`src/rtl/seq_mult_pkg.sv`:
```
// seq_mult_pkg: shared FSM state type, state encodings and operand extension helper for seq_mult
// Contents: state_t (IDLE/RUN/DONE, 2 bits), ENC_* encodings, extend() for zero/sign extension to 2*WIDTH
package seq_mult_pkg;

    localparam logic [1:0] ENC_IDLE = 2'd0;
    localparam logic [1:0] ENC_RUN  = 2'd1;
    localparam logic [1:0] ENC_DONE = 2'd2;

    typedef enum logic [1:0] {
        IDLE = ENC_IDLE,
        RUN  = ENC_RUN,
        DONE = ENC_DONE
    } state_t;

    // Extends a w-bit value (w <= 32) to 64 bits; callers keep the low 2*WIDTH bits.
    function automatic logic [63:0] extend(input logic [31:0] v, input int unsigned w, input logic sgn);
        logic [63:0] mask;
        mask = (64'd1 << w) - 64'd1;
        return (sgn && v[5'(w - 1)]) ? (({32'd0, v} & mask) | ~mask) : ({32'd0, v} & mask);
    endfunction

endpackage

```
`src/rtl/seq_mult_if.sv`:
```
// seq_mult_if: valid/ready operand and result bus of seq_mult
// Signals: in_valid/in_ready/a/b/sign_mode (operand side), out_valid/out_ready/x (result side)
// Modports: master drives operands and accepts results, slave is the multiplier
interface seq_mult_if #(parameter int WIDTH = 8);

    logic                 in_valid;
    logic                 in_ready;
    logic [WIDTH-1:0]     a;
    logic [WIDTH-1:0]     b;
    logic                 sign_mode;
    logic                 out_valid;
    logic                 out_ready;
    logic [2*WIDTH-1:0]   x;

    modport master (
        output in_valid, a, b, sign_mode, out_ready,
        input  in_ready, out_valid, x
    );

    modport slave (
        input  in_valid, a, b, sign_mode, out_ready,
        output in_ready, out_valid, x
    );

endinterface

```
`src/rtl/seq_mult_sign_fix.sv`:
```
// mult_sign_fix: combinational conditional two's-complement negate (magnitude or result sign fix)
// Ports: v (N-bit operand), neg (negate when high), y (N-bit result)
module mult_sign_fix #(
    parameter int N = 8
) (
    input  logic [N-1:0] v,
    input  logic         neg,
    output logic [N-1:0] y
);

    // Magnitude of -2^(N-1) wraps to 2^(N-1), which is the correct unsigned magnitude.
    assign y = neg ? (~v + N'(1)) : v;

endmodule

```
`src/rtl/seq_mult.sv`:
```
// seq_mult: multi-cycle shift-add multiplier, one partial-product bit per clock, full 2*WIDTH product
// Ports: clk, rst (async active-high), bus (seq_mult_if.slave: in_valid/in_ready/a/b/sign_mode, out_valid/out_ready/x)
// Build option: SEQ_MULT_SIGNED_EN enables two's-complement operation selected by sign_mode; otherwise sign_mode is ignored
module seq_mult
    import seq_mult_pkg::*;
#(
    parameter  int WIDTH = 8,
    localparam int CNT_W = $clog2(WIDTH + 1)
) (
    input  logic          clk,
    input  logic          rst,
    seq_mult_if.slave     bus
);

    state_t               state, state_nx;
    logic [2*WIDTH-1:0]   mcand, acc, acc_nx, x_nx, x_q;
    logic [WIDTH-1:0]     mplier, a_mag, b_mag;
    logic [CNT_W-1:0]     cnt;
    logic                 accept, last;

    assign accept = bus.in_valid && state == IDLE;
    assign last   = cnt == CNT_W'(WIDTH - 1);
    assign acc_nx = acc + (mplier[0] ? mcand : '0);

`ifdef SEQ_MULT_SIGNED_EN
    logic neg, neg_nx;

    // Operands become magnitudes at accept; the product sign is restored on the DONE-entry edge.
    mult_sign_fix #(.N(WIDTH)) u_fix_a (
        .v   (bus.a),
        .neg (bus.sign_mode && bus.a[WIDTH-1]),
        .y   (a_mag)
    );

    mult_sign_fix #(.N(WIDTH)) u_fix_b (
        .v   (bus.b),
        .neg (bus.sign_mode && bus.b[WIDTH-1]),
        .y   (b_mag)
    );

    mult_sign_fix #(.N(2*WIDTH)) u_fix_x (
        .v   (acc_nx),
        .neg (neg),
        .y   (x_nx)
    );

    assign neg_nx = bus.sign_mode && (bus.a[WIDTH-1] ^ bus.b[WIDTH-1]);

    always_ff @(posedge clk or posedge rst) begin
        if (rst)
            neg <= 1'b0;
        else if (accept)
            neg <= neg_nx;
    end
`else
    assign a_mag = bus.a;
    assign b_mag = bus.b;
    assign x_nx  = acc_nx;
`endif

    always_ff @(posedge clk or posedge rst) begin
        if (rst)
            state <= IDLE;
        else
            state <= state_nx;
    end

    always_comb begin
        state_nx      = state;
        bus.in_ready  = state == IDLE;
        bus.out_valid = state == DONE;
        bus.x         = x_q;
        if (state == IDLE && bus.in_valid)
            state_nx = RUN;
        else if (state == RUN && last)
            state_nx = DONE;
        else if (state == DONE && bus.out_ready)
            state_nx = IDLE;
    end

    always_ff @(posedge clk or posedge rst) begin
        if (rst) begin
            mcand  <= '0;
            mplier <= '0;
            acc    <= '0;
            cnt    <= '0;
            x_q    <= '0;
        end else if (accept) begin
            mcand  <= (2*WIDTH)'(extend(32'(a_mag), WIDTH, 1'b0));
            mplier <= b_mag;
            acc    <= '0;
            cnt    <= '0;
        end else if (state == RUN) begin
            acc    <= acc_nx;
            mcand  <= mcand << 1;
            mplier <= mplier >> 1;
            cnt    <= cnt + CNT_W'(1);
            if (last)
                x_q <= x_nx;
        end
    end

endmodule

```
`src/flat_wrapper.sv`:
```
// flat-port wrapper written by rule: the top's interface ports become plain ports
module seq_mult_flat import seq_mult_pkg::*;
#(
    parameter  int WIDTH = 8,
    localparam int CNT_W = $clog2(WIDTH + 1)
)
  (clk, rst, bus_in_valid, bus_a, bus_b, bus_sign_mode, bus_out_ready, bus_in_ready, bus_out_valid, bus_x);
  seq_mult_if #(.WIDTH(WIDTH)) bus_i ();
  input  logic clk;
  input  logic rst;
  input wire logic [$bits(bus_i.in_valid)-1:0] bus_in_valid;
  input wire logic [$bits(bus_i.a)-1:0] bus_a;
  input wire logic [$bits(bus_i.b)-1:0] bus_b;
  input wire logic [$bits(bus_i.sign_mode)-1:0] bus_sign_mode;
  input wire logic [$bits(bus_i.out_ready)-1:0] bus_out_ready;
  output wire logic [$bits(bus_i.in_ready)-1:0] bus_in_ready;
  output wire logic [$bits(bus_i.out_valid)-1:0] bus_out_valid;
  output wire logic [$bits(bus_i.x)-1:0] bus_x;
  assign bus_i.in_valid = bus_in_valid;
  assign bus_i.a = bus_a;
  assign bus_i.b = bus_b;
  assign bus_i.sign_mode = bus_sign_mode;
  assign bus_i.out_ready = bus_out_ready;
  assign bus_in_ready = bus_i.in_ready;
  assign bus_out_valid = bus_i.out_valid;
  assign bus_x = bus_i.x;
  seq_mult #(.WIDTH(WIDTH)) u_core (.clk(clk), .rst(rst), .bus(bus_i));
endmodule
```
`config.mk`:
```
export PLATFORM = sky130hd
export DESIGN_NAME = seq_mult_flat
export DESIGN_NICKNAME = d
export VERILOG_FILES = /design/src/rtl/seq_mult_pkg.sv /design/src/rtl/seq_mult_if.sv /design/src/rtl/seq_mult_sign_fix.sv /design/src/rtl/seq_mult.sv /design/src/flat_wrapper.sv
export SDC_FILE = /design/constraint.sdc
export NUM_CORES = 1
export LEC_CHECK = 0
export BUFFER_PORTS_ARGS = -buffer_cell sky130_fd_sc_hd__buf_2
export CORE_MARGIN = 1.5
export CORE_UTILIZATION = 45
export CTS_BUF_LIST = sky130_fd_sc_hd__clkbuf_4
export DETAILED_ROUTE_END_ITERATION = 8
export PLACE_DENSITY_LB_ADDON = 0.25
export SLEW_MARGIN = 20
export SYNTH_ARGS = -nofsm -noshare
export SYNTH_HDL_FRONTEND = slang
export SYNTH_SLANG_ARGS = --single-unit
```
`constraint.sdc`:
```
create_clock -name clk -period 4.55 [get_ports clk]
set_input_delay 0.455 -clock clk [delete_from_list [all_inputs] [get_ports clk]]
set_output_delay 0.455 -clock clk [all_outputs]
set_load 0.1 [all_outputs]
```
==> out/qor.yml, run 1 <==
tightest_slew_ps: 858
slew_headroom: 0.426
fin_nets: 416
arrival_ps: 3290
synth_top_area_share: 0.478
crit_path_start_kind: "flop"
synth_fp_nets: 380
cp_slowest_cell: "dfrtp_1"
gp_congestion: 0.884
die_h_um: 87.9
num_antenna_cells: 0
cp.depth: 10
min_path_type: "in2reg"
fin_area_um2: 3630
min-delay-start: "bus_a[0]"
hold_end: "u_core.mcand[0]"
die_area_um2: 7730
r2r_start: "u_core.mplier[0]"
num_vias: 2542
stdcell_count: 478
grt_util_all_layers: 0.197
cts-htree-levels: 3
crit_type: "reg2reg"
grt_max_degree: 63
maxCapViolations: 0
drc: 0
grt_overflow: 0
min_period_over_period: 0.663
final-hold-violation-count: 0
nFillCells: 643
ios: 39
die-width_um: 87.9
finalCriticalPeriod_ps: 3010
synth-seq-area-share: 0.478
drt-pass1-iter-count: 4
finalClockSkew_ps: 16.2
power.density_nw_per_um2: 243
synthCells: 342
cts_sinks: 62
hold_depth: 3
ys_types: 42
first_global_vias: 2587
max_stage_delay_ps: 550
antenna_found_initial: 0
crit_path_end_kind: "flop"
synth_seq_cells: 62
cts_tree: "built"
synth_area_per_cell_um2: 9.49
finalSetupTns_ps: 0
synthTopCellsByArea: "dfrtp_1 48%, nand2_1 8.8%, ha_1 6.2%"
fmax_mhz: 332
synth_top_cell_by_area: "dfrtp_1"
path_clk_slew_ps: 110
clk_latency_ps: 400
path_buf_inv: 0
clockBufferDepth: 2
r2r-end: "u_core.acc[14]"
drtIter0Drc: 119
path_cells: "and2_1 -> ha_1 -> fa_1 -> a21oi_1 -> nor2_1 -> o221ai_1 -> o31ai_1 -> a31oi_1 -> xor2_1 -> o21ai_1"
dpl_cell_area_um2: 3530
rsz0062_at_grt: "false"
root_buffer: "clkbuf_4"
postCtsSetupRepairBufs: 0
synth_warnings: 0
cts_resized: 0
drive_gt1_frac: 0.199
required_ps: 4830
report.final.slew_viol_count: 0
syn_area_um2: 3250
cts_buffers: 9
dp_cells: 463
setup_violations: 0
hpwl_um: 4590
power.leakage_nw: 1.89
io_buffer_count: 37
vias_per_cell: 5.32
reg2reg_depth: 10
status: "completed"
postRouteAntennaNets: 0
rows: 30
path_max_fanout: 17
r2r_slack_ps: 1540
peakVddDrop_v: 0.000126
wl_per_cell_um: 13.8
wl_um: 6620
start_util: 0.473
grt_pass1_wl_um: 11700
core_um2: 6870
crit_family: "compound AO/OA/AOI/OAI gates"
area_delta_synth_final_pct: 11.9
cts_hold_buf: 0
## synth_stat cells (all sizes together)
master	instances
nor3b	1
nand4b	1
a221o	1
and2	16
a22o	6
nand2	77
nor3	1
o21ai	37
nor2b	5
a31oi	1
nand3	11
fa	1
o31ai	1
nand4	4
nor2	16
xor3	1
a21oi	11
mux2i	1
a211oi	2
buf	1
xor2	9
a22oi	14
dfrtp	62
nor4	1
xnor2	4
clkbuf	16
a211o	1
nand2b	4
a21o	2
or4	1
inv	4
mux2	10
ha	16
o211ai	2
o221ai	1
## flip-flops by register name, summed over array words and instances, names as in the netlist
name and cells:
u_core.state 2, u_core.mplier 8, u_core.mcand 16, u_core.bus.x 16, u_core.cnt 4, u_core.acc 16
## metrics by stage
| stage | hold WS, ps | setup WS (ps) | power (mW) | util |
|---|---|---|---|---|
| final | 258 | 1540 | 0.883 | 0.529 |
| after global routing | 242 | 1320 | 0.924 | 0.529 |
| after CTS | 244 | 1510 | 0.894 | 0.529 |
| after floorplan | 447 | 1740 | 0.570 | - |
| after detailed placement | 466 | 1550 | 0.582 | 0.514 |
| after global placement | 461 | 1570 | 0.582 | 0.514 |
## tightest hold or removal path: cells and delay by family
family,cells,cell delay [ps]
buffers and inverters,1,70
AO/OA/AOI/OAI,1,60
AND/OR/NAND/NOR,1,30
## worst max path at each step
stage | startpoint | endpoint | slack (ps)
final | u_core.mplier[0] | u_core.acc[14] | 1540
after global routing | u_core.mplier[0] | u_core.bus.x[14] | 1320
after CTS | u_core.mplier[0] | u_core.acc[14] | 1510
after detailed placement | u_core.mplier[0] | u_core.acc[14] | 1550
after global placement | u_core.mplier[0] | u_core.acc[14] | 1570
after floorplan | u_core.state[0] | u_core.mcand[1] | 1740
## power by group
group | internal (mW) | leakage, nW | switching, mW
combinational | 0.00649 | 1.09 | 0.0129
clock | 0.124 | 0.0623 | 0.189
sequential | 0.551 | 0.736 | 0
total | 0.681 | 1.89 | 0.202
## per-layer routing
layer | up-vias | global-route usage | wire [µm]
li1 | 1259 | - | -
met1 | 1222 | 0.248 | 3120
met2 | 47 | 0.325 | 3140
met3 | 14 | 0.0537 | 211
met4 | 0 | 0.0707 | 143
met5 | - | 0 | 0
## final cells by class
| type | instances | area, µm² | share of cell area |
|---|---|---|---|
| clock buffers | 12 | 90.1 | 0.0248 |
| repair buffers | 42 | 223 | 0.0613 |
| flip-flops and latches | 62 | 1550 | 0.427 |
| multi-input cells | 259 | 1620 | 0.446 |
| clock inverters | 3 | 12.5 | 0.00344 |
| inverters | 4 | 15.0 | 0.00413 |
| well taps | 96 | 120 | 0.0331 |
## layout by cell type, fill, tap and decap left out, types with 2 or more instances in the layout
master / instances
clkinv_1: 2
and2_1: 16
a21oi_2: 2
buf_4: 5
o21ai_0: 31
o21ai_1: 5
xor2_1: 9
clkbuf_4: 12
nor2b_1: 4
a21o_1: 2
nand4_1: 4
nand2_1: 76
nor2_1: 15
xnor2_1: 4
nand3_1: 11
a21oi_1: 9
dfrtp_1: 62
nand2b_1: 3
ha_1: 16
a22oi_1: 14
a22o_1: 6
mux2_2: 10
inv_1: 3
buf_2: 37
## cell families after synthesis
family | after synthesis | synth area share
AO/OA/AOI/OAI | 79 | 0.156
XOR/XNOR | 14 | 0.0424
adder cells (fa/ha/maj) | 17 | 0.0678
buffers and inverters | 21 | 0.0243
flip-flops | 62 | 0.478
multiplexers | 11 | 0.0378
AND/OR/NAND/NOR | 138 | 0.194
No activity file was read; power rests on OpenSTA's default activity.
==> inputs of run 2 (changes only) <==
clock period = 3 ns   (was 4.55 ns; I/O delays follow)
==> run 2 against run 1 <==
Effect of this change:
- cell count up 0.84%
- register-to-register slack worse by 1300 ps
- hold slack worse by 170 ps
- first-iteration DRC count up 29%
- sequential share of layout area down 0.96 points
- sequential cell count unchanged
- combinational power up 59%
- die area unchanged
- design area up 2.3%
- maximum frequency up 10%
- clock-buffer cell count down 1
==> out/qor.yml, run 2 (synthesis gave the netlist of run 1 again) <==
finalSetupTns_ps: 0
path_max_fanout: 12
drc: 0
start_util: 0.473
tightest_slew_ps: 924
root_buffer: "clkbuf_4"
hpwl_um: 4600
postCtsSetupRepairBufs: 0
grt_pass1_wl_um: 11700
cts-htree-levels: 3
report.final.slew_viol_count: 0
vias_per_cell: 5.29
arrival_ps: 3040
r2r_start: "u_core.mplier[0]"
clockBufferDepth: 2
cp.depth: 9
nFillCells: 661
final_cell_mix: "76 x nand2_1, 62 x dfrtp_1, 37 x buf_2"
cts_hold_buf: 0
reg2reg_depth: 9
maxCapViolations: 0
max_stage_delay_ps: 430
die_h_um: 87.9
r2r-end: "u_core.bus.x[15]"
grt_overflow: 0
peakVddDrop_v: 0.000268
status: "completed"
fin_util: 0.541
slew_headroom: 0.383
grt_max_degree: 45
crit_path_end_kind: "flop"
io_buffer_count: 37
path_clk_slew_ps: 110
num_vias: 2550
final_common_cell: "nand2_1"
crit_start: "u_core.mplier[0]"
antenna_found_initial: 0
wl_per_cell_um: 13.9
rsz0062_at_grt: "false"
first_global_vias: 2532
fin_area_um2: 3720
finalClockSkew_ps: 19.5
die-width_um: 87.9
cts_sinks: 62
power.density_nw_per_um2: 409
crit_family: "compound AO/OA/AOI/OAI gates"
gp_congestion: 0.839
final-hold-violation-count: 0
min_path_type: "in2async"
grt_util_all_layers: 0.199
power.leakage_nw: 1.93
num_antenna_cells: 0
required_ps: 3310
rows: 30
r2r_slack_ps: 260
drive_gt1_frac: 0.212
cts_resized: 0
min_period_over_period: 0.913
area_delta_synth_final_pct: 14.5
path_cells: "buf_4 -> and2_1 -> ha_1 -> a21oi_1 -> o21ai_2 -> a221o_1 -> a211oi_2 -> xor3_1 -> mux2_2"
worstSetupEndpoint: "u_core.bus.x[15]"
die_area_um2: 7730
dpl_cell_area_um2: 3550
postRouteAntennaNets: 0
cp_slowest_cell: "dfrtp_1"
cts_tree: "built"
crit_type: "reg2reg"
fin_nets: 419
finalCriticalPeriod_ps: 2740
clk_latency_ps: 410
core_um2: 6870
setup_violations: 0
cts_buffers: 9
drt-pass1-iter-count: 5
crit_path_start_kind: "flop"
drtIter0Drc: 154
ios: 39
fmax_mhz: 365
path_buf_inv: 1
wl_um: 6700
[run 2: cell types whose count changed in the layout (fill, tap and decap cells not counted), sizes merged]
cell,before,now
buf,42,45
bufinv,0,2
clkbuf,12,11
[run 2: through the flow]
| step | power, mW | std cells | worst slack (ps) | hold slack [ps] |
|---|---|---|---|---|
| 6_report | 1.52 | 482 | 262 | 91.0 |
| 5_1_grt | 1.58 | 482 | 54.7 | 71.4 |
| 4_1_cts | 1.54 | 482 | 177 | 78.7 |
| 3_5_place_dp | 0.884 | 466 | 206 | 464 |
| 3_3_place_gp | 0.883 | 466 | 239 | 459 |
| 2_1_floorplan | 0.864 | 342 | 187 | 417 |
[run 2: final cells by class]
type | count | area (µm²) | area share
clock buffers | 11 | 82.6 | 0.0222
inverters | 4 | 15.0 | 0.00404
repair buffers | 45 | 245 | 0.0660
multi-input cells | 259 | 1630 | 0.438
well taps | 96 | 120 | 0.0323
clock inverters | 5 | 73.8 | 0.0199
flip-flops and latches | 62 | 1550 | 0.417
[run 2: how the worst min path moves through the flow]
stage                          start                to  slack [ps]  depth (start not counted)
floorplan                   bus_a[0]   u_core.mcand[0]         420                          2
global placement     u_core.bus.x[4]   u_core.bus.x[4]         460                          2
detailed placement  u_core.mplier[2]  u_core.mplier[2]         460                          2
CTS                         bus_b[7]  u_core.mplier[7]          80                          3
global route                bus_b[7]  u_core.mplier[7]          70                          3
finish                           rst   u_core.mcand[0]          90                          2
[run 2: routing by layer]
metal | global-route usage | routed length (µm) | up-vias
met3 | 0.0377 | 258 | 18
met4 | 0.113 | 239 | 0
met1 | 0.248 | 2960 | 1214
met2 | 0.325 | 3240 | 51
li1 | - | - | 1267
met5 | 0 | 0 | -
[run 2: worst register-to-register path: cells and delay by family, from the launching register on]
family | cells | cell delay, ps
buffers and inverters | 1 | 190
muxes | 1 | 260
adders and majority gates | 1 | 360
xor gates and xnor gates | 1 | 270
DFF | 1 | 430
and+or+nand+nor | 1 | 170
AOI/OAI and AO/OA | 4 | 960
[run 2: where the power goes]
part           leakage (nW)  total [mW]  switching, mW  internal, mW
clock network        0.0883       0.654          0.302         0.352
logic                  1.11      0.0308         0.0201        0.0107
registers             0.736       0.835              0         0.835
==> inputs of run 3 (changes only) <==
SYNTH_HIERARCHICAL = 1   (was default)
==> run 3 against run 2 <==
Effect of this change:
- combinational power rose to 55 times the previous value
- hold slack worse by 52 ps
- clock-buffer cell count unchanged
- clock power up 0.8%
==> out/qor.yml, run 3 <==
slew_headroom: 0.399
r2r_start: "u_core/mplier[0]"
cp_slowest_cell: "or4_1"
synthSimpleGateAreaFrac: 0.166
synth_seq_cells: 62
vias_per_cell: 5.63
synth_warnings: 6
die_area_um2: 8140
postCtsSetupRepairBufs: 0
grt_pass1_wl_um: 12900
pwr-share-comb: 0.460
cts_buffers: 9
finalCriticalPeriod_ps: 2550
min_path_type: "in2async"
postRouteAntennaNets: 0
synth-adder-area-share: 0.0643
seq_power_share: 0.359
switching_share: 0.468
grt_overflow: 0
report.final.slew_viol_count: 0
setup_violations: 0
path_clk_slew_ps: 110
switchingPower_mw: 1.71
synth_top_cell_by_area: "dfrtp_1"
finalSetupTns_ps: 0
hold_ws_ps: 39.1
nFillCells: 722
grtUsageMet3: 0.0415
synthTopCellsByArea: "dfrtp_1 45%, ha_1 5.8%, a22o_1 5.4%"
synthCells: 345
grt_max_degree: 53
core_um2: 7290
final_common_cell: "dfrtp_1"
ys_top_cells_by_count: "62 x dfrtp_1, 37 x nand2_1, 26 x o21ai_0"
synth_edf_count: 0
synth_area_per_cell_um2: 9.93
cts_hold_buf: 0
syn_area_um2: 3420
cts-htree-levels: 3
use_met2: 0.313
crit_type: "reg2reg"
path_max_fanout: 10
drt-pass1-iter-count: 5
worstSetupEndpoint: "u_core/acc[15]"
synth_xor_xnor_area_share: 0.0256
rows: 31
path_buf_inv: 1
start_util: 0.470
antenna_found_initial: 0
crit_family: "compound AO/OA/AOI/OAI gates"
crit_path_start_kind: "flop"
final_cell_mix: "62 x dfrtp_1, 37 x buf_2, 37 x nand2_1"
synth-seq-area-share: 0.453
final-hold-violation-count: 0
ys_types: 46
synthArstFlopShare: 1.00
clockBufferDepth: 2
cp.depth: 8
r2r-end: "u_core/acc[15]"
grt_util_all_layers: 0.196
status: "completed"
num_antenna_cells: 0
synth.most_common_cell: "dfrtp_1"
drc: 0
arrival_ps: 2880
finalClockSkew_ps: 15.4
fmax_mhz: 392
r2r_slack_ps: 450
power.density_nw_per_um2: 938
wl_per_cell_um: 15.4
tightest_slew_ps: 901
crit_start: "u_core/mplier[0]"
path_common_cell: "a21o_1"
min_period_over_period: 0.850
ios: 39
io_buffer_count: 37
power.leakage_nw: 1.91
die-width_um: 90.2
cts_sinks: 62
synth_top_family_by_area: "compound AO/OA/AOI/OAI gates"
maxCapViolations: 0
drtIter0Drc: 146
synthMuxAreaShare: 0.0296
path_cells: "buf_4 -> and2_1 -> ha_1 -> a21o_1 -> a21o_1 -> a221o_1 -> or4_1 -> o211ai_2"
wl_um: 7490
clk_latency_ps: 410
peakVddDrop_v: 0.000445
die_h_um: 90.2
crit_path_end_kind: "flop"
synth_fp_nets: 383
cts_resized: 0
synth_top_area_share: 0.453
globalRouteMet1Util: 0.267
cts_tree: "built"
num_vias: 2740
synth_ff_type: "dfrtp_1"
clock_power_share: 0.181
drive_gt1_frac: 0.209
required_ps: 3330
first_global_vias: 2675
internal_power_mw: 1.94
root_buffer: "clkbuf_4"
reg2reg_depth: 8
fin_nets: 421
gp_congestion: 0.844
busiest_layer: "met2"
synth_compound_area_frac: 0.231
area_delta_synth_final_pct: 13.5
hpwl_um: 5200
rsz0062_at_grt: "false"
max_stage_delay_ps: 500
-- run 3: power by group through the flow --
| stage | clock, mW | sequential, mW | combinational (mW) |
|---|---|---|---|
| floorplan | 0 | 1.82 | 0.816 |
| global placement | 0 | 1.32 | 1.65 |
| detailed placement | 0 | 1.33 | 1.68 |
| CTS | 0.673 | 1.31 | 1.68 |
| global route | 0.713 | 1.35 | 1.80 |
| finish | 0.659 | 1.31 | 1.68 |
-- run 3: kinds of logic after synthesis --
kind of cell             after synthesis
buffers and inverters                 24
adder cells (fa/ha/maj)               17
AND/OR/NAND/NOR                      110
XOR/XNOR                              10
AO/OA/AOI/OAI                        113
flip-flops                            62
multiplexers                           9
-- run 3: metrics by stage --
step / std cells / utilization / setup slack [ps] / power [mW] / area [µm²]
3_3_place_gp: 471 / 0.511 / 495 / 2.97 / 3730
6_report: 487 / 0.533 / 451 / 3.64 / 3890
4_1_cts: 487 / 0.533 / 453 / 3.66 / 3880
2_1_floorplan: 345 / - / 441 / 2.64 / 3420
5_1_grt: 487 / 0.533 / 328 / 3.87 / 3890
3_5_place_dp: 471 / 0.511 / 468 / 3.00 / 3730
-- run 3: layer usage --
metal,share of wire,vias up
met3,0.028,5
met1,0.50,1343
met5,0,-
met2,0.47,43
li1,-,1349
met4,0.0088,0
-- run 3: worst reg2reg max path, stage by stage (launching register included) --
cell and delay [ps]:
dfrtp_1 450, buf_4 200, and2_1 170, ha_1 360, a21o_1 210, a21o_1 180
a221o_1 330, or4_1 500, o211ai_2 70
-- run 3: area by class of cell --
type / count / area, µm² / area share
clock inverter: 5 / 73.8 / 0.0190
multi-input combinational: 259 / 1770 / 0.457
clock buffer: 11 / 82.6 / 0.0212
timing repair buffer: 48 / 268 / 0.0689
inverter: 3 / 12.5 / 0.00322
sequential: 62 / 1550 / 0.399
tap: 99 / 124 / 0.0319
-- run 3: worst min-delay path by stage --
stage / startpoint / end / slack, ps
finish: rst / u_core/acc[1] / 40
global route: rst / u_core/bus.x[1] / 100
CTS: bus_out_ready / u_core/state[1] / 150
detailed placement: u_core/bus.x[0] / u_core/bus.x[0] / 470
global placement: u_core/mplier[2] / u_core/mplier[2] / 460
floorplan: u_core/mplier[1] / u_core/mplier[1] / 450
